`config.mk`:
```
export PLATFORM = sky130hd
export DESIGN_NAME = ps2_key_tx_flat
export DESIGN_NICKNAME = d
export VERILOG_FILES = /design/src/rtl/ps2_key_tx_if.sv /design/src/rtl/ps2_key_tx.sv /design/src/flat_wrapper.sv
export SDC_FILE = /design/constraint.sdc
export NUM_CORES = 1
export LEC_CHECK = 0
export BUFFER_PORTS_ARGS = -buffer_cell sky130_fd_sc_hd__buf_2
export CORE_ASPECT_RATIO = 1.75
export CORE_UTILIZATION = 40
export CTS_CLUSTER_DIAMETER = 150
export DETAILED_ROUTE_END_ITERATION = 8
export PLACE_DENSITY = 0.67
export SETUP_SLACK_MARGIN = 0.4
export SYNTH_ARGS = -nofsm -noshare
export SYNTH_HDL_FRONTEND = slang
export SYNTH_SLANG_ARGS = --single-unit
export TNS_END_PERCENT = 10
```
`constraint.sdc`:
```
create_clock -name clk -period 2.6 [get_ports clk]
set_clock_uncertainty 0.15 [all_clocks]
set_input_delay 0.13 -clock clk [delete_from_list [all_inputs] [get_ports clk]]
set_output_delay 0.13 -clock clk [all_outputs]
set_load 0.01 [all_outputs]
```
`src/rtl/ps2_key_tx_if.sv`:
```
// Key-event handshake and PS/2 line bundle for the keyboard-side transmitter.
// The master side raises key events; the slave side drives the PS/2 lines.
interface ps2_key_tx_if;
  logic       key_valid;
  logic [7:0] key_code;
  logic       key_release;
  logic       key_ext;
  logic       key_ready;
  logic       ps2_clk;
  logic       ps2_data;
  logic       busy;
  logic       frame_done;

  modport master (
    output key_valid,
    output key_code,
    output key_release,
    output key_ext,
    input  key_ready,
    input  ps2_clk,
    input  ps2_data,
    input  busy,
    input  frame_done
  );

  modport slave (
    input  key_valid,
    input  key_code,
    input  key_release,
    input  key_ext,
    output key_ready,
    output ps2_clk,
    output ps2_data,
    output busy,
    output frame_done
  );
endinterface

```
`src/rtl/ps2_key_tx.sv`:
```
// PS/2 device-side transmitter: turns key make/break events into
// [E0] [F0] code scan-code frames on ps2_clk / ps2_data.
module ps2_key_tx #(
  parameter int HALF_PERIOD = 2500,
  parameter int GAP_CYCLES  = 5000
) (
  input  logic         clk,
  input  logic         rst_n,
  ps2_key_tx_if.slave  kif
);

  localparam int HW = (HALF_PERIOD > 1) ? $clog2(HALF_PERIOD) : 1;
  localparam int GW = (GAP_CYCLES > 1) ? $clog2(GAP_CYCLES) : 1;
  localparam logic [HW-1:0] HALF_LAST = HW'(HALF_PERIOD - 1);
  localparam logic [GW-1:0] GAP_LAST  = GW'(GAP_CYCLES - 1);

  typedef enum logic [2:0] {
    IDLE,
    LOAD,
    HIGH,
    LOW,
    GAP
  } state_t;

  typedef struct packed {
    logic [7:0] code;
    logic       rel;
    logic       ext;
  } key_evt_t;

  state_t        state_q, state_n;
  logic [HW-1:0] half_q, half_n;
  logic [GW-1:0] gap_q, gap_n;
  logic [3:0]    bit_q, bit_n;
  logic [1:0]    byte_q, byte_n;
  logic [10:0]   frame_q, frame_n;
  key_evt_t      evt_q, evt_n;
  logic          clk_q, clk_n;
  logic          data_q, data_n;

  logic [7:0]    cur_byte;
  logic [1:0]    n_bytes;
  logic          more;

  // Prefixes come first: E0 at index 0 when extended, then F0 on release.
  always_comb begin
    cur_byte = evt_q.code;
    unique case (1'b1)
      evt_q.ext && (byte_q == 2'd0): cur_byte = 8'hE0;
      evt_q.rel && (byte_q == {1'b0, evt_q.ext}): cur_byte = 8'hF0;
      default: cur_byte = evt_q.code;
    endcase
  end

  assign n_bytes = 2'd1 + {1'b0, evt_q.ext} + {1'b0, evt_q.rel};
  assign more    = byte_q < n_bytes;

  always_comb begin
    state_n = state_q;
    half_n  = half_q;
    gap_n   = gap_q;
    bit_n   = bit_q;
    byte_n  = byte_q;
    frame_n = frame_q;
    evt_n   = evt_q;
    clk_n   = clk_q;
    data_n  = data_q;

    unique case (state_q)
      IDLE: begin
        clk_n  = 1'b1;
        data_n = 1'b1;
        if (kif.key_valid) begin
          evt_n.code = kif.key_code;
          evt_n.rel  = kif.key_release;
          evt_n.ext  = kif.key_ext;
          byte_n     = 2'd0;
          state_n    = LOAD;
        end
      end
      LOAD: begin
        frame_n = {1'b1, ~^cur_byte, cur_byte, 1'b0};
        byte_n  = byte_q + 2'd1;
        bit_n   = 4'd0;
        half_n  = '0;
        clk_n   = 1'b1;
        data_n  = 1'b0;
        state_n = HIGH;
      end
      HIGH: begin
        if (half_q == HALF_LAST) begin
          half_n  = '0;
          clk_n   = 1'b0;
          state_n = LOW;
        end else begin
          half_n = half_q + 1'b1;
        end
      end
      LOW: begin
        if (half_q == HALF_LAST) begin
          half_n = '0;
          clk_n  = 1'b1;
          if (bit_q == 4'd10) begin
            gap_n   = '0;
            data_n  = 1'b1;
            state_n = GAP;
          end else begin
            bit_n   = bit_q + 4'd1;
            frame_n = {1'b1, frame_q[10:1]};
            data_n  = frame_q[1];
            state_n = HIGH;
          end
        end else begin
          half_n = half_q + 1'b1;
        end
      end
      GAP: begin
        clk_n  = 1'b1;
        data_n = 1'b1;
        if (gap_q == GAP_LAST) begin
          gap_n   = '0;
          state_n = more ? LOAD : IDLE;
        end else begin
          gap_n = gap_q + 1'b1;
        end
      end
      default: begin
        state_n = IDLE;
        clk_n   = 1'b1;
        data_n  = 1'b1;
      end
    endcase
  end

  always_ff @(posedge clk or negedge rst_n) begin
    if (!rst_n) begin
      state_q <= IDLE;
      half_q  <= '0;
      gap_q   <= '0;
      bit_q   <= '0;
      byte_q  <= '0;
      frame_q <= '1;
      evt_q   <= '0;
      clk_q   <= 1'b1;
      data_q  <= 1'b1;
    end else begin
      state_q <= state_n;
      half_q  <= half_n;
      gap_q   <= gap_n;
      bit_q   <= bit_n;
      byte_q  <= byte_n;
      frame_q <= frame_n;
      evt_q   <= evt_n;
      clk_q   <= clk_n;
      data_q  <= data_n;
    end
  end

  assign kif.key_ready  = (state_q == IDLE);
  assign kif.busy       = (state_q != IDLE);
  assign kif.frame_done = (state_q == GAP) && (gap_q == '0);
  assign kif.ps2_clk    = clk_q;
  assign kif.ps2_data   = data_q;

endmodule

```
`src/flat_wrapper.sv`:
```
// flat-port wrapper written by rule: the top's interface ports become plain ports
module ps2_key_tx_flat 
#(
  parameter int HALF_PERIOD = 2500,
  parameter int GAP_CYCLES  = 5000
)
  (clk, rst_n, kif_key_valid, kif_key_code, kif_key_release, kif_key_ext, kif_key_ready, kif_ps2_clk, kif_ps2_data, kif_busy, kif_frame_done);
  ps2_key_tx_if kif_i ();
  input  logic clk;
  input  logic rst_n;
  input wire logic [$bits(kif_i.key_valid)-1:0] kif_key_valid;
  input wire logic [$bits(kif_i.key_code)-1:0] kif_key_code;
  input wire logic [$bits(kif_i.key_release)-1:0] kif_key_release;
  input wire logic [$bits(kif_i.key_ext)-1:0] kif_key_ext;
  output wire logic [$bits(kif_i.key_ready)-1:0] kif_key_ready;
  output wire logic [$bits(kif_i.ps2_clk)-1:0] kif_ps2_clk;
  output wire logic [$bits(kif_i.ps2_data)-1:0] kif_ps2_data;
  output wire logic [$bits(kif_i.busy)-1:0] kif_busy;
  output wire logic [$bits(kif_i.frame_done)-1:0] kif_frame_done;
  assign kif_i.key_valid = kif_key_valid;
  assign kif_i.key_code = kif_key_code;
  assign kif_i.key_release = kif_key_release;
  assign kif_i.key_ext = kif_key_ext;
  assign kif_key_ready = kif_i.key_ready;
  assign kif_ps2_clk = kif_i.ps2_clk;
  assign kif_ps2_data = kif_i.ps2_data;
  assign kif_busy = kif_i.busy;
  assign kif_frame_done = kif_i.frame_done;
  ps2_key_tx #(.HALF_PERIOD(HALF_PERIOD), .GAP_CYCLES(GAP_CYCLES)) u_core (.clk(clk), .rst_n(rst_n), .kif(kif_i));
endmodule
```
==> impl_metrics.xml, run 1 <==
<?xml version="1.0" encoding="UTF-8"?>
<metrics>
  <group name="status">
    <metric name="status" unit="">complete, no violations</metric>
  </group>
  <group name="global_route">
    <metric name="groute.layer.met2.usage" unit="">0.337</metric>
    <metric name="grtUsageMet1" unit="">0.213</metric>
    <metric name="globalRouteMet3Util" unit="">0.0349</metric>
    <metric name="maximum_number_of_pins_on_one_net_before_global_route_repair" unit="">35</metric>
    <metric name="globalRouteTotalUtil" unit="">0.192</metric>
    <metric name="grt_pass1_wl" unit="um">11700</metric>
    <metric name="busiest_layer" unit="">met2</metric>
    <metric name="first_global_vias" unit="">2514</metric>
    <metric name="antenna_found_initial" unit="">0</metric>
    <metric name="global_route.overflow_total" unit="">0</metric>
  </group>
  <group name="synth">
    <metric name="synth-async-reset-ratio" unit="">1.00</metric>
    <metric name="synth_top_flop_cell" unit="">sky130_fd_sc_hd__dfrtp_1</metric>
    <metric name="synth.distinct_cells" unit="">51</metric>
    <metric name="yosys_warn_count" unit="">0</metric>
    <metric name="number_of_flops_mapped_to_enable_cells_by_yosys" unit="">0</metric>
    <metric name="seq_area_frac_synth" unit="">0.455</metric>
    <metric name="synth.avg_cell_area" unit="um^2">9.46</metric>
    <metric name="synth_fp_nets" unit="">344</metric>
    <metric name="yosys_register_bits" unit="">55</metric>
    <metric name="synth_cells" unit="">323</metric>
    <metric name="mappedNetlistArea" unit="mm^2">0.00306</metric>
  </group>
  <group name="timing">
    <metric name="worst_slew_pin_slew" unit="ns">0.736</metric>
    <metric name="fin_tns_setup" unit="ns">0</metric>
    <metric name="fin_crit" unit="ns">2.25</metric>
    <metric name="setup_repair_after_global_routing_missed_its_margin" unit="">true</metric>
    <metric name="number_of_hold_violations_in_the_final_report" unit="">0</metric>
    <metric name="fmax" unit="GHz">0.445</metric>
    <metric name="layout_worst_path_cycle_share" unit="">0.865</metric>
    <metric name="post-route-worst-setup-slack" unit="ns">0.351</metric>
    <metric name="slew_headroom" unit="">0.506</metric>
    <metric name="max_transition_viols_final" unit="">0</metric>
    <metric name="report.final.setup_viol" unit="">0</metric>
  </group>
  <group name="final_layout">
    <metric name="final_area" unit="mm^2">0.00360</metric>
    <metric name="synthToLayoutAreaGrowth" unit="%">17.8</metric>
    <metric name="fin_cells" unit="">440</metric>
    <metric name="diodes" unit="">0</metric>
    <metric name="finalCoreUtilization" unit="">0.494</metric>
    <metric name="nNetsFinal" unit="">374</metric>
    <metric name="layout-drive-gt1-share" unit="">0.203</metric>
  </group>
  <group name="floorplanning">
    <metric name="chipHeight" unit="um">118</metric>
    <metric name="die_area" unit="mm^2">0.00801</metric>
    <metric name="placementRows" unit="">41</metric>
    <metric name="core_area" unit="mm^2">0.00728</metric>
    <metric name="boundaryPins" unit="">18</metric>
    <metric name="start_util" unit="">0.419</metric>
    <metric name="die_width" unit="um">68.1</metric>
  </group>
  <group name="worst_setup_path">
    <metric name="startpoint_class_of_the_critical_path" unit="">flop</metric>
    <metric name="crit_path_end_kind" unit="">flop</metric>
    <metric name="arrival" unit="ns">2.29</metric>
    <metric name="path_max_fanout" unit="">26</metric>
    <metric name="timing.critical_path.required" unit="ns">2.65</metric>
    <metric name="timing_worst_setup_path_type" unit="">reg2reg</metric>
  </group>
  <group name="place">
    <metric name="post-place-ws" unit="ns">0.124</metric>
    <metric name="hpwlAfterDp" unit="um">5040</metric>
    <metric name="portBuffers" unit="">17</metric>
    <metric name="finalWeightedCongestion" unit="">0.819</metric>
    <metric name="placed_cell_area" unit="mm^2">0.00324</metric>
    <metric name="placedCellCount" unit="">418</metric>
  </group>
  <group name="flow_run">
    <metric name="drv.max_cap_violation_count" unit="">0</metric>
  </group>
  <group name="routing">
    <metric name="dr.first_iter.drc_count" unit="">122</metric>
    <metric name="drc" unit="">0</metric>
    <metric name="ant_nets" unit="">0</metric>
    <metric name="post_drt_wl_per_cell" unit="um">16.0</metric>
    <metric name="drt_pre_antenna_iters" unit="">4</metric>
    <metric name="drt-vias-per-instance" unit="">5.85</metric>
    <metric name="drt_wl_total" unit="um">7020</metric>
    <metric name="vias" unit="">2573</metric>
  </group>
  <group name="power">
    <metric name="vdd_ir_drop_max" unit="uV">391</metric>
    <metric name="power_per_cell_area" unit="mW/mm^2">446</metric>
    <metric name="leakagePower" unit="nW">1.55</metric>
  </group>
  <group name="clock_network">
    <metric name="cts.root.buffer_cell" unit="">sky130_fd_sc_hd__clkbuf_16</metric>
    <metric name="h-tree-depth" unit="">2</metric>
    <metric name="cts_buffers" unit="">5</metric>
    <metric name="clock_sink_count" unit="">55</metric>
    <metric name="cts_tree" unit="">done</metric>
    <metric name="clk_pin_slew_worst_paths" unit="ns">0.07</metric>
    <metric name="clock_tree.buffer_depth" unit="">2</metric>
    <metric name="clock_latency" unit="ns">0.30</metric>
  </group>
  <group name="min_path">
    <metric name="hp-class" unit="">in2reg</metric>
  </group>
</metrics>
==> layout by cell type, fill, tap and decap left out, types with 3 or more instances in the layout <==
| cell type | count |
|---|---|
| sky130_fd_sc_hd__dfrtp_1 | 43 |
| sky130_fd_sc_hd__nand2_1 | 26 |
| sky130_fd_sc_hd__inv_1 | 21 |
| sky130_fd_sc_hd__o21ai_0 | 20 |
| sky130_fd_sc_hd__nand3_1 | 17 |
| sky130_fd_sc_hd__buf_2 | 17 |
| sky130_fd_sc_hd__nor2_1 | 14 |
| sky130_fd_sc_hd__mux2_2 | 12 |
| sky130_fd_sc_hd__a21oi_1 | 11 |
| sky130_fd_sc_hd__dlygate4sd3_1 | 11 |
| sky130_fd_sc_hd__dfstp_2 | 11 |
| sky130_fd_sc_hd__nor3_1 | 8 |
| sky130_fd_sc_hd__nand4_1 | 8 |
| sky130_fd_sc_hd__buf_4 | 8 |
| sky130_fd_sc_hd__nor4_1 | 7 |
| sky130_fd_sc_hd__and2_1 | 7 |
| sky130_fd_sc_hd__a31oi_1 | 7 |
| sky130_fd_sc_hd__nand2b_1 | 7 |
| sky130_fd_sc_hd__ha_1 | 7 |
| sky130_fd_sc_hd__and3_1 | 6 |
| sky130_fd_sc_hd__o221ai_1 | 6 |
| sky130_fd_sc_hd__o211ai_1 | 6 |
| sky130_fd_sc_hd__xnor2_1 | 6 |
| sky130_fd_sc_hd__a22o_1 | 5 |
| sky130_fd_sc_hd__o31ai_1 | 5 |
| sky130_fd_sc_hd__clkbuf_16 | 5 |
| sky130_fd_sc_hd__o31a_1 | 3 |
| sky130_fd_sc_hd__or3_1 | 3 |
| sky130_fd_sc_hd__o22ai_1 | 3 |
==> metal layers <==
layer  share of wire  vias to the layer above
met4           0.031                        0
met2            0.54                       48
li1                -                     1248
met1            0.40                     1264
met3           0.026                       13
met5               0                        -
==> state kept, by name (all words and copies together) (netlist names) <==
register,cells
u_core.evt_q,10
u_core.byte_q,2
u_core.state_q,3
u_core.kif.ps2_clk,1
u_core.gap_q,13
u_core.bit_q,4
u_core.half_q,12
u_core.frame_q,9
u_core.kif.ps2_data,1
==> worst paths after layout <==
| check | startpoint | to | slack (ns) | cells past startpoint |
|---|---|---|---|---|
| max in group asynchronous | rst_n | u_core.frame_q[6]$_DFFE_PN1P_ | 1.25 | 3 |
| setup / recovery | u_core.half_q[0]$_DFFE_PN0P_ | u_core.frame_q[5]$_DFFE_PN1P_ | 0.35 | 5 |
| min in group asynchronous | rst_n | u_core.gap_q[11]$_DFFE_PN0P_ | 0.18 | 2 |
| setup reg to reg | u_core.half_q[0]$_DFFE_PN0P_ | u_core.frame_q[5]$_DFFE_PN1P_ | 0.35 | 5 |
| hold reg to reg | u_core.frame_q[8]$_DFFE_PN1P_ | u_core.frame_q[8]$_DFFE_PN1P_ | 0.35 | 2 |
| hold / removal | kif_key_valid | u_core.state_q[2]$_DFFE_PN0P_ | 0.12 | 3 |
==> synth_stat cells, types with 2 or more instances <==
cell type | instances | area, um^2
sky130_fd_sc_hd__dfrtp_1 | 44 | 1100
sky130_fd_sc_hd__nand2_1 | 26 | 97.6
sky130_fd_sc_hd__inv_1 | 21 | 78.8
sky130_fd_sc_hd__o21ai_0 | 21 | 105
sky130_fd_sc_hd__nand3_1 | 17 | 85.1
sky130_fd_sc_hd__nor2_1 | 14 | 52.6
sky130_fd_sc_hd__a21oi_1 | 12 | 60.1
sky130_fd_sc_hd__mux2_2 | 12 | 135
sky130_fd_sc_hd__dfstp_2 | 11 | 289
sky130_fd_sc_hd__clkbuf_1 | 10 | 37.5
sky130_fd_sc_hd__ha_1 | 8 | 100
sky130_fd_sc_hd__nand2b_1 | 8 | 50.1
sky130_fd_sc_hd__nand4_1 | 8 | 50.1
sky130_fd_sc_hd__nor3_1 | 8 | 40.0
sky130_fd_sc_hd__a31oi_1 | 7 | 43.8
sky130_fd_sc_hd__and2_1 | 7 | 43.8
sky130_fd_sc_hd__nor4_1 | 7 | 43.8
sky130_fd_sc_hd__o31ai_1 | 7 | 52.6
sky130_fd_sc_hd__and3_1 | 6 | 37.5
sky130_fd_sc_hd__o211ai_1 | 6 | 45.0
sky130_fd_sc_hd__o221ai_1 | 6 | 52.6
sky130_fd_sc_hd__xnor2_1 | 6 | 52.6
sky130_fd_sc_hd__a22o_1 | 5 | 43.8
sky130_fd_sc_hd__buf_2 | 5 | 25.0
sky130_fd_sc_hd__o22ai_1 | 3 | 18.8
sky130_fd_sc_hd__o31a_1 | 3 | 26.3
sky130_fd_sc_hd__o41ai_1 | 3 | 26.3
sky130_fd_sc_hd__or3_1 | 3 | 18.8
sky130_fd_sc_hd__or4_1 | 3 | 22.5
sky130_fd_sc_hd__a211oi_1 | 2 | 15.0
sky130_fd_sc_hd__a21o_1 | 2 | 15.0
sky130_fd_sc_hd__nor2b_1 | 2 | 12.5
sky130_fd_sc_hd__xor2_1 | 2 | 17.5
==> kinds of logic (layout without fill, tap and decap cells) <==
kind of cell | Yosys count | in the layout | share of synthesized area
DFF | 55 | 55 | 0.455
adders and majority gates | 8 | 8 | 0.0328
and+or+nand+nor | 117 | 117 | 0.206
muxes | 13 | 13 | 0.0475
xor gates and xnor gates | 8 | 8 | 0.0229
buffers and inverters | 36 | 67 | 0.0463
AOI/OAI and AO/OA | 86 | 86 | 0.190
==> worst max-delay path, cell delays in order, from the launching register on <==
cell	delay (ns)
sky130_fd_sc_hd__dfrtp_1	0.42
sky130_fd_sc_hd__ha_4	0.16
sky130_fd_sc_hd__or4bb_4	0.48
sky130_fd_sc_hd__o31a_1	0.38
sky130_fd_sc_hd__buf_6	0.21
sky130_fd_sc_hd__o41ai_2	0.35
==> report_power, final <==
group	switching, mW	leakage, nW	internal [mW]
Combinational	0.0210	0.766	0.0180
Sequential	0	0.702	0.856
Clock	0.298	0.0772	0.411
==> cell type report <==
cell class              instances  area [um^2]
fillers                       713         3680
multi-input cells             232         1590
flip-flops and latches         55         1390
repair buffers                 38          278
clock buffers                   8          156
well taps                      86          108
inverters                      21         78.8
==> what timing repair did <==
item | in CTS | in global routing
setup buffers | 0 | 3
endpoints found under the hold margin | 30 | 0
gates resized for setup | 1 | 16
pin swaps | 0 | 4
hold buffers | 11 | 0
endpoints found under the setup margin | 28 | 42
==> metrics by stage <==
stage / hold WS (ns) / power, mW
2_1_floorplan: -0.316 / 0.872
3_3_place_gp: -0.0189 / 0.899
3_5_place_dp: -0.0186 / 0.899
4_1_cts: 0.113 / 1.62
5_1_grt: 0.158 / 1.66
6_report: 0.116 / 1.60
No activity file was read; power rests on OpenSTA's default activity.
==> inputs of run 2 (changes only) <==
--- a/config.mk
+++ b/config.mk
@@ -11,6 +11,7 @@
 export CTS_CLUSTER_DIAMETER = 150
 export DETAILED_ROUTE_END_ITERATION = 8
 export PLACE_DENSITY = 0.67
+export REMOVE_ABC_BUFFERS = 1
 export SETUP_SLACK_MARGIN = 0.4
 export SYNTH_ARGS = -nofsm -noshare
 export SYNTH_HDL_FRONTEND = slang
==> run 2 against run 1 <==
  * Wire length grew 0.14%
  * Cell count increased by 0.91%
  * Via count is 1.8% higher
  * Worst hold slack worse by 0.039 ns
  * Design area is 1.4% higher
  * Global-route usage up 0.87 points
  * First-iteration DRC count grew 11%
  * Flip-flop and latch count unchanged
  * Setup slack better by 0.090 ns
  * Sequential power is essentially flat
  * Critical path type unchanged
  * Critical endpoint is now u_core.bit_q[3]$_DFFE_PN0P_
==> impl_metrics.xml, run 2 (synthesis results as in run 1) <==
<?xml version="1.0" encoding="UTF-8"?>
<metrics>
  <group name="status">
    <metric name="status" unit="">complete, no violations</metric>
  </group>
  <group name="timing">
    <metric name="slew_headroom" unit="">0.396</metric>
    <metric name="fin_crit" unit="ns">2.16</metric>
    <metric name="report.final.setup_viol" unit="">0</metric>
    <metric name="number_of_hold_violations_in_the_final_report" unit="">0</metric>
    <metric name="worst_slew_pin_slew" unit="ns">0.899</metric>
    <metric name="max_transition_viols_final" unit="">0</metric>
    <metric name="fin_tns_setup" unit="ns">0</metric>
    <metric name="setup_repair_after_global_routing_missed_its_margin" unit="">true</metric>
    <metric name="fmax" unit="GHz">0.463</metric>
    <metric name="layout_worst_path_cycle_share" unit="">0.831</metric>
  </group>
  <group name="power">
    <metric name="design_power_total" unit="mW">1.76</metric>
    <metric name="vdd_ir_drop_max" unit="uV">407</metric>
    <metric name="leakagePower" unit="nW">1.58</metric>
    <metric name="power_per_cell_area" unit="mW/mm^2">482</metric>
  </group>
  <group name="routing">
    <metric name="drt_wl_total" unit="um">7030</metric>
    <metric name="drt-vias-per-instance" unit="">5.90</metric>
    <metric name="ant_nets" unit="">0</metric>
    <metric name="drc" unit="">0</metric>
    <metric name="drt_pre_antenna_iters" unit="">4</metric>
    <metric name="post_drt_wl_per_cell" unit="um">15.8</metric>
    <metric name="dr.first_iter.drc_count" unit="">135</metric>
    <metric name="vias" unit="">2620</metric>
  </group>
  <group name="clock_network">
    <metric name="cts.root.buffer_cell" unit="">sky130_fd_sc_hd__clkbuf_16</metric>
    <metric name="clock_latency" unit="ns">0.30</metric>
    <metric name="h-tree-depth" unit="">2</metric>
    <metric name="cts_buffers" unit="">5</metric>
    <metric name="clk_pin_slew_worst_paths" unit="ns">0.07</metric>
    <metric name="cts_tree" unit="">done</metric>
    <metric name="clock_sink_count" unit="">55</metric>
    <metric name="clock_tree.buffer_depth" unit="">2</metric>
  </group>
  <group name="worst_setup_path">
    <metric name="timing.critical_path.buf_inv" unit="">1</metric>
    <metric name="path_max_fanout" unit="">11</metric>
    <metric name="critical-path-slowest-cell" unit="">sky130_fd_sc_hd__or4_4</metric>
    <metric name="timing.critical_path.slowest_cell_delay" unit="ns">0.55</metric>
    <metric name="timing_worst_setup_path_type" unit="">reg2reg</metric>
    <metric name="startpoint_class_of_the_critical_path" unit="">flop</metric>
    <metric name="timing.critical_path.required" unit="ns">2.59</metric>
    <metric name="crit_path_end_kind" unit="">flop</metric>
    <metric name="arrival" unit="ns">2.15</metric>
    <metric name="crit_path_cell_trace" unit="">or4_4, o31a_1, buf_6, o31ai_4, a21oi_2</metric>
    <metric name="critPathTopFamily" unit="">compound AO/OA/AOI/OAI gates</metric>
  </group>
  <group name="final_layout">
    <metric name="diodes" unit="">0</metric>
    <metric name="layout-drive-gt1-share" unit="">0.209</metric>
    <metric name="finalCoreUtilization" unit="">0.501</metric>
    <metric name="nNetsFinal" unit="">378</metric>
    <metric name="largestRegisters" unit="">u_core.gap_q: 13 flops, u_core.half_q: 12 flops, u_core.evt_q: 10 flops</metric>
    <metric name="max_reg_flops" unit="">13</metric>
    <metric name="area_of_the_multi_input_gates" unit="mm^2">0.00158</metric>
    <metric name="register_area" unit="mm^2">0.00139</metric>
    <metric name="synthToLayoutAreaGrowth" unit="%">19.5</metric>
    <metric name="final_area" unit="mm^2">0.00365</metric>
    <metric name="layout.filler_cells" unit="">681</metric>
    <metric name="layout.cells.most_common" unit="">sky130_fd_sc_hd__dfrtp_1</metric>
    <metric name="final_cell_mix" unit="">sky130_fd_sc_hd__dfrtp_1, sky130_fd_sc_hd__nand2_1, sky130_fd_sc_hd__inv_1</metric>
    <metric name="registers.top_by_ff_count" unit="">u_core.gap_q</metric>
  </group>
  <group name="floorplanning">
    <metric name="die_width" unit="um">68.1</metric>
    <metric name="placementRows" unit="">41</metric>
    <metric name="boundaryPins" unit="">18</metric>
    <metric name="chipHeight" unit="um">118</metric>
    <metric name="core_area" unit="mm^2">0.00728</metric>
    <metric name="die_area" unit="mm^2">0.00801</metric>
    <metric name="start_util" unit="">0.419</metric>
  </group>
  <group name="global_route">
    <metric name="first_global_vias" unit="">2760</metric>
    <metric name="global_route.overflow_total" unit="">0</metric>
    <metric name="grt_pass1_wl" unit="um">12300</metric>
    <metric name="maximum_number_of_pins_on_one_net_before_global_route_repair" unit="">35</metric>
    <metric name="globalRouteTotalUtil" unit="">0.201</metric>
    <metric name="antenna_found_initial" unit="">0</metric>
  </group>
  <group name="min_path">
    <metric name="hp-class" unit="">in2reg</metric>
  </group>
  <group name="place">
    <metric name="hpwlAfterDp" unit="um">4980</metric>
    <metric name="finalWeightedCongestion" unit="">0.871</metric>
    <metric name="placed_cell_area" unit="mm^2">0.00326</metric>
    <metric name="portBuffers" unit="">17</metric>
  </group>
  <group name="flow_run">
    <metric name="drv.max_cap_violation_count" unit="">0</metric>
  </group>
</metrics>
[run 2: cell count changes in the layout (fill, tap and decap cells not counted), sizes merged]
cell / delta
clkbuf: -2
bufinv: +2
buf: +4
[run 2: tightest hold or removal path: stages]
cell	delay, ns
sky130_fd_sc_hd__buf_2	0.09
sky130_fd_sc_hd__o21ai_0	0.14
sky130_fd_sc_hd__a21oi_1	0.13
[run 2: power breakdown]
group | switching [mW] | leakage [nW] | internal, mW | total [mW]
Sequential | 0 | 0.701 | 0.856 | 0.856
Combinational | 0.0210 | 0.789 | 0.0190 | 0.0399
Clock | 0.312 | 0.0911 | 0.553 | 0.864
Total | 0.333 | 1.58 | 1.43 | 1.76
[run 2: cell type report]
| class | instances | share of cell area |
|---|---|---|
| repair buffers | 42 | 0.0833 |
| inverters | 21 | 0.0216 |
| flip-flops and latches | 55 | 0.382 |
| well taps | 86 | 0.0295 |
| clock buffers | 6 | 0.0353 |
| clock inverters | 2 | 0.0165 |
| multi-input cells | 232 | 0.432 |
[run 2: worst paths after layout]
check                                                   start                        endpoint  slack, ns  cells past startpoint
worst max-delay path             u_core.half_q[9]$_DFFE_PN0P_     u_core.bit_q[3]$_DFFE_PN0P_       0.44                      5
worst min-delay path                            kif_key_valid   u_core.state_q[2]$_DFFE_PN0P_       0.08                      3
worst max register to register   u_core.half_q[9]$_DFFE_PN0P_     u_core.bit_q[3]$_DFFE_PN0P_       0.44                      5
worst min register to register  u_core.frame_q[6]$_DFFE_PN1P_   u_core.frame_q[6]$_DFFE_PN1P_       0.36                      2
max in group asynchronous                               rst_n  u_core.kif.ps2_clk$_DFFE_PN1P_       1.24                      3
min in group asynchronous                               rst_n     u_core.gap_q[6]$_DFFE_PN0P_       0.30                      2
[run 2: per-layer routing]
| metal | up-vias | part of all wire | global-route usage | wire length, um |
|---|---|---|---|---|
| li1 | 1260 | - | - | - |
| met1 | 1279 | 0.38 | 0.216 | 2690 |
| met2 | 60 | 0.55 | 0.354 | 3870 |
| met3 | 21 | 0.030 | 0.0310 | 209 |
| met4 | 0 | 0.036 | 0.109 | 254 |
| met5 | - | 0 | 0 | 0 |
[run 2: stage by stage]
stage               hold slack (ns)  worst slack [ns]  std cells
global placement              0.117             0.362        421
finish                       0.0766             0.440        444
detailed placement            0.117             0.314        421
global route                 0.0845             0.370        444
floorplan                    -0.316            0.0758        308
CTS                          0.0683             0.400        444
[run 2: what timing repair did]
action / 4_1_cts / 5_1_grt
gates resized for setup: 3 / 11
buffers inserted: 4 / 0
endpoints found under the setup margin: 8 / 13
hold buffers: 11 / 0
hold endpoints to repair: 40 / 0
pin swaps: 4 / 1
==> inputs of run 3 (changes only) <==
--- a/config.mk
+++ b/config.mk
@@ -5,6 +5,7 @@
 export SDC_FILE = /design/constraint.sdc
 export NUM_CORES = 1
 export LEC_CHECK = 0
+export ABC_AREA = 1
 export BUFFER_PORTS_ARGS = -buffer_cell sky130_fd_sc_hd__buf_2
 export CORE_ASPECT_RATIO = 1.75
 export CORE_UTILIZATION = 40
==> constraint.sdc (replaced) <==
create_clock -name clk -period 2.05 [get_ports clk]
set_clock_uncertainty 0.15 [all_clocks]
set_input_delay 0.1025 -clock clk [delete_from_list [all_inputs] [get_ports clk]]
set_output_delay 0.1025 -clock clk [all_outputs]
set_load 0.01 [all_outputs]
==> run 3 against run 2 <==
  * Power rose to 2.6 times the previous value
  * Register-to-register slack lost 0.17 ns
  * Synthesized area grew 1.3%
  * Clock power fell by 0.8%
  * Critical path type unchanged
  * Critical endpoint unchanged
  * Largest power group is now combinational cells
==> impl_metrics.xml, run 3 <==
<?xml version="1.0" encoding="UTF-8"?>
<metrics>
  <group name="power">
    <metric name="power_per_cell_area" unit="mW/mm^2">1160</metric>
    <metric name="pwr-share-clk" unit="">0.185</metric>
    <metric name="vdd_ir_drop_max" unit="uV">830</metric>
    <metric name="switching_power" unit="mW">1.86</metric>
    <metric name="leakagePower" unit="nW">1.92</metric>
    <metric name="p_int" unit="mW">2.77</metric>
    <metric name="swShare" unit="">0.402</metric>
    <metric name="share_comb_of_total_power" unit="">0.448</metric>
    <metric name="fraction_of_power_consumed_by_sequential_logic" unit="">0.367</metric>
  </group>
  <group name="clock_network">
    <metric name="clock_sink_count" unit="">55</metric>
    <metric name="cts_buffers" unit="">5</metric>
    <metric name="clock_latency" unit="ns">0.30</metric>
    <metric name="clk_pin_slew_worst_paths" unit="ns">0.07</metric>
    <metric name="h-tree-depth" unit="">2</metric>
    <metric name="cts_tree" unit="">done</metric>
    <metric name="cts.root.buffer_cell" unit="">sky130_fd_sc_hd__clkbuf_16</metric>
    <metric name="clock_tree.buffer_depth" unit="">2</metric>
  </group>
  <group name="worst_setup_path">
    <metric name="arrival" unit="ns">1.84</metric>
    <metric name="timing_worst_setup_path_type" unit="">reg2reg</metric>
    <metric name="path_max_fanout" unit="">10</metric>
    <metric name="crit_path_end_kind" unit="">flop</metric>
    <metric name="regToRegSetupSlack" unit="ns">0.27</metric>
    <metric name="rr_endpoint" unit="">u_core.bit_q[3]$_DFFE_PN0P_</metric>
    <metric name="cp-startpoint" unit="">u_core.state_q[0]$_DFFE_PN0P_</metric>
    <metric name="ff_to_ff_start" unit="">u_core.state_q[0]$_DFFE_PN0P_</metric>
    <metric name="timing.critical_path.required" unit="ns">2.11</metric>
    <metric name="endpoint" unit="">u_core.bit_q[3]$_DFFE_PN0P_</metric>
    <metric name="r2r.worst_path.cells" unit="">8</metric>
    <metric name="startpoint_class_of_the_critical_path" unit="">flop</metric>
  </group>
  <group name="timing">
    <metric name="fin_tns_setup" unit="ns">0</metric>
    <metric name="max_transition_viols_final" unit="">0</metric>
    <metric name="layout_worst_path_cycle_share" unit="">0.870</metric>
    <metric name="fin_crit" unit="ns">1.78</metric>
    <metric name="fmax" unit="GHz">0.561</metric>
    <metric name="worst_slew_pin_slew" unit="ns">0.315</metric>
    <metric name="slew_headroom" unit="">0.788</metric>
    <metric name="hold_slack" unit="ns">0.0511</metric>
    <metric name="setup_repair_after_global_routing_missed_its_margin" unit="">true</metric>
    <metric name="number_of_hold_violations_in_the_final_report" unit="">0</metric>
    <metric name="report.final.setup_viol" unit="">0</metric>
  </group>
  <group name="global_route">
    <metric name="maximum_number_of_pins_on_one_net_before_global_route_repair" unit="">56</metric>
    <metric name="global_route.overflow_total" unit="">0</metric>
    <metric name="globalRouteTotalUtil" unit="">0.202</metric>
    <metric name="first_global_vias" unit="">2784</metric>
    <metric name="grt_pass1_wl" unit="um">12300</metric>
    <metric name="antenna_found_initial" unit="">0</metric>
  </group>
  <group name="final_layout">
    <metric name="layout.filler_cells" unit="">665</metric>
    <metric name="register_area" unit="mm^2">0.00139</metric>
    <metric name="synthToLayoutAreaGrowth" unit="%">29.1</metric>
    <metric name="registers.top_by_ff_count" unit="">u_core.gap_q</metric>
    <metric name="nNetsFinal" unit="">490</metric>
    <metric name="final_cell_mix" unit="">sky130_fd_sc_hd__nand2_1, sky130_fd_sc_hd__inv_1, sky130_fd_sc_hd__dfrtp_1</metric>
    <metric name="layout.cells.most_common" unit="">sky130_fd_sc_hd__nand2_1</metric>
    <metric name="diodes" unit="">0</metric>
    <metric name="largestRegisters" unit="">u_core.gap_q: 13 flops, u_core.half_q: 12 flops, u_core.evt_q: 10 flops</metric>
    <metric name="area_of_the_multi_input_gates" unit="mm^2">0.00159</metric>
    <metric name="layout-drive-gt1-share" unit="">0.257</metric>
    <metric name="max_reg_flops" unit="">13</metric>
  </group>
  <group name="routing">
    <metric name="post_drt_wl_per_cell" unit="um">13.8</metric>
    <metric name="ant_nets" unit="">0</metric>
    <metric name="dr.first_iter.drc_count" unit="">190</metric>
    <metric name="drt_pre_antenna_iters" unit="">7</metric>
    <metric name="vias" unit="">2924</metric>
    <metric name="drt-vias-per-instance" unit="">5.24</metric>
    <metric name="drt_wl_total" unit="um">7680</metric>
    <metric name="drc" unit="">0</metric>
  </group>
  <group name="status">
    <metric name="status" unit="">complete, no violations</metric>
  </group>
  <group name="min_path">
    <metric name="hold_start" unit="">kif_key_valid</metric>
    <metric name="hp-class" unit="">in2reg</metric>
  </group>
  <group name="floorplanning">
    <metric name="placementRows" unit="">42</metric>
    <metric name="chipHeight" unit="um">118</metric>
    <metric name="die_area" unit="mm^2">0.00811</metric>
    <metric name="core_area" unit="mm^2">0.00751</metric>
    <metric name="start_util" unit="">0.412</metric>
    <metric name="boundaryPins" unit="">18</metric>
    <metric name="die_width" unit="um">68.5</metric>
  </group>
  <group name="synth">
    <metric name="yosys_warn_count" unit="">0</metric>
    <metric name="synth_top_cells_by_count" unit="">sky130_fd_sc_hd__nand2_1, sky130_fd_sc_hd__inv_1, sky130_fd_sc_hd__dfrtp_1</metric>
    <metric name="seq_area_frac_synth" unit="">0.449</metric>
    <metric name="number_of_flops_mapped_to_enable_cells_by_yosys" unit="">0</metric>
    <metric name="synth.avg_cell_area" unit="um^2">7.72</metric>
    <metric name="synth-async-reset-ratio" unit="">1.00</metric>
    <metric name="synth_top_cells_by_area" unit="">sky130_fd_sc_hd__dfrtp_1, sky130_fd_sc_hd__nand2_1, sky130_fd_sc_hd__dfstp_2</metric>
    <metric name="synth_top_flop_cell" unit="">sky130_fd_sc_hd__dfrtp_1</metric>
    <metric name="yosys_register_bits" unit="">55</metric>
    <metric name="synth.distinct_cells" unit="">33</metric>
    <metric name="synthDominantAreaCellType" unit="">sky130_fd_sc_hd__dfrtp_1</metric>
    <metric name="synth_largest_type_area_fraction" unit="">0.356</metric>
    <metric name="post-synth-top-count-cell" unit="">sky130_fd_sc_hd__nand2_1</metric>
    <metric name="synth_cells" unit="">401</metric>
    <metric name="mappedNetlistArea" unit="mm^2">0.00310</metric>
  </group>
  <group name="place">
    <metric name="portBuffers" unit="">17</metric>
    <metric name="finalWeightedCongestion" unit="">0.915</metric>
    <metric name="hpwlAfterDp" unit="um">5090</metric>
  </group>
  <group name="flow_run">
    <metric name="drv.max_cap_violation_count" unit="">0</metric>
  </group>
</metrics>
-- run 3: power by group through the flow --
stage                     Combinational, mW  Sequential (mW)  Clock (mW)
after global placement                 1.72             1.67           0
after global routing                   2.31             1.73       0.913
after detailed placement               1.76             1.69           0
after floorplan                        1.19             1.65           0
final                                  2.08             1.70       0.857
after CTS                              1.94             1.68       0.875
-- run 3: worst max-delay path, cell delays in order (launching register included) --
cell	delay, ns
sky130_fd_sc_hd__dfrtp_1	0.42
sky130_fd_sc_hd__inv_2	0.09
sky130_fd_sc_hd__buf_4	0.16
sky130_fd_sc_hd__nor2_2	0.18
sky130_fd_sc_hd__inv_2	0.10
sky130_fd_sc_hd__nor2_4	0.12
sky130_fd_sc_hd__nand2_4	0.09
sky130_fd_sc_hd__buf_4	0.18
sky130_fd_sc_hd__o31ai_1	0.19
-- run 3: cell type report --
| cell class | instances | area share |
|---|---|---|
| sequential | 55 | 0.348 |
| multi-input combinational | 281 | 0.397 |
| tap | 88 | 0.0276 |
| clock inverter | 3 | 0.00501 |
| timing repair buffer | 68 | 0.133 |
| clock buffer | 5 | 0.0313 |
| inverter | 56 | 0.0539 |
| timing repair inverter | 2 | 0.00376 |
-- run 3: through the flow --
step | total power [mW] | utilization | instance area, um^2 | std cells | setup WS, ns
after global placement | 3.40 | 0.452 | 3400 | 516 | 0.161
after CTS | 4.49 | 0.509 | 3830 | 548 | 0.195
after global routing | 4.96 | 0.532 | 4000 | 558 | 0.168
after floorplan | 2.84 | - | 3050 | 392 | 0.152
after detailed placement | 3.44 | 0.452 | 3400 | 516 | 0.119
final | 4.63 | 0.532 | 4000 | 558 | 0.267
-- run 3: logic make-up (layout without fill, tap and decap cells) --
| logic type | after synthesis | in the layout | share of synthesized area |
|---|---|---|---|
| compound gates | 70 | 70 | 0.131 |
| xor+xnor | 9 | 9 | 0.0255 |
| fa+ha+maj | 8 | 8 | 0.0323 |
| buf+inv | 65 | 134 | 0.0829 |
| flops | 55 | 55 | 0.449 |
| simple gates | 194 | 194 | 0.280 |
-- run 3: timing repair --
action | CTS | global route
cloned | 1 | 1
setup endpoints to repair | 46 | 54
pin swaps | 8 | 14
setup buffers | 12 | 9
gates resized for setup | 22 | 31
hold buffers | 11 | 0
hold endpoints to repair | 65 | 0
-- run 3: worst min path at each step --
| stage | cells after the start | endpoint | slack [ns] |
|---|---|---|---|
| after global routing | 3 | u_core.evt_q[3]$_DFFE_PN0P_ | 0.08 |
| after global placement | 2 | u_core.gap_q[2]$_DFFE_PN0P_ | -0.03 |
| after CTS | 3 | u_core.state_q[1]$_DFFE_PN0P_ | 0.05 |
| final | 3 | u_core.state_q[1]$_DFFE_PN0P_ | 0.05 |
| after floorplan | 0 | u_core.bit_q[0]$_DFFE_PN0P_ | -0.34 |
| after detailed placement | 2 | u_core.gap_q[4]$_DFFE_PN0P_ | -0.03 |
-- run 3: layer usage --
| metal | routed length, um | vias to the layer above | track usage |
|---|---|---|---|
| met5 | 0 | - | 0 |
| met4 | 268 | 0 | 0.0951 |
| met3 | 140 | 22 | 0.0338 |
| met2 | 4230 | 43 | 0.358 |
| met1 | 3050 | 1391 | 0.219 |
| li1 | - | 1468 | - |
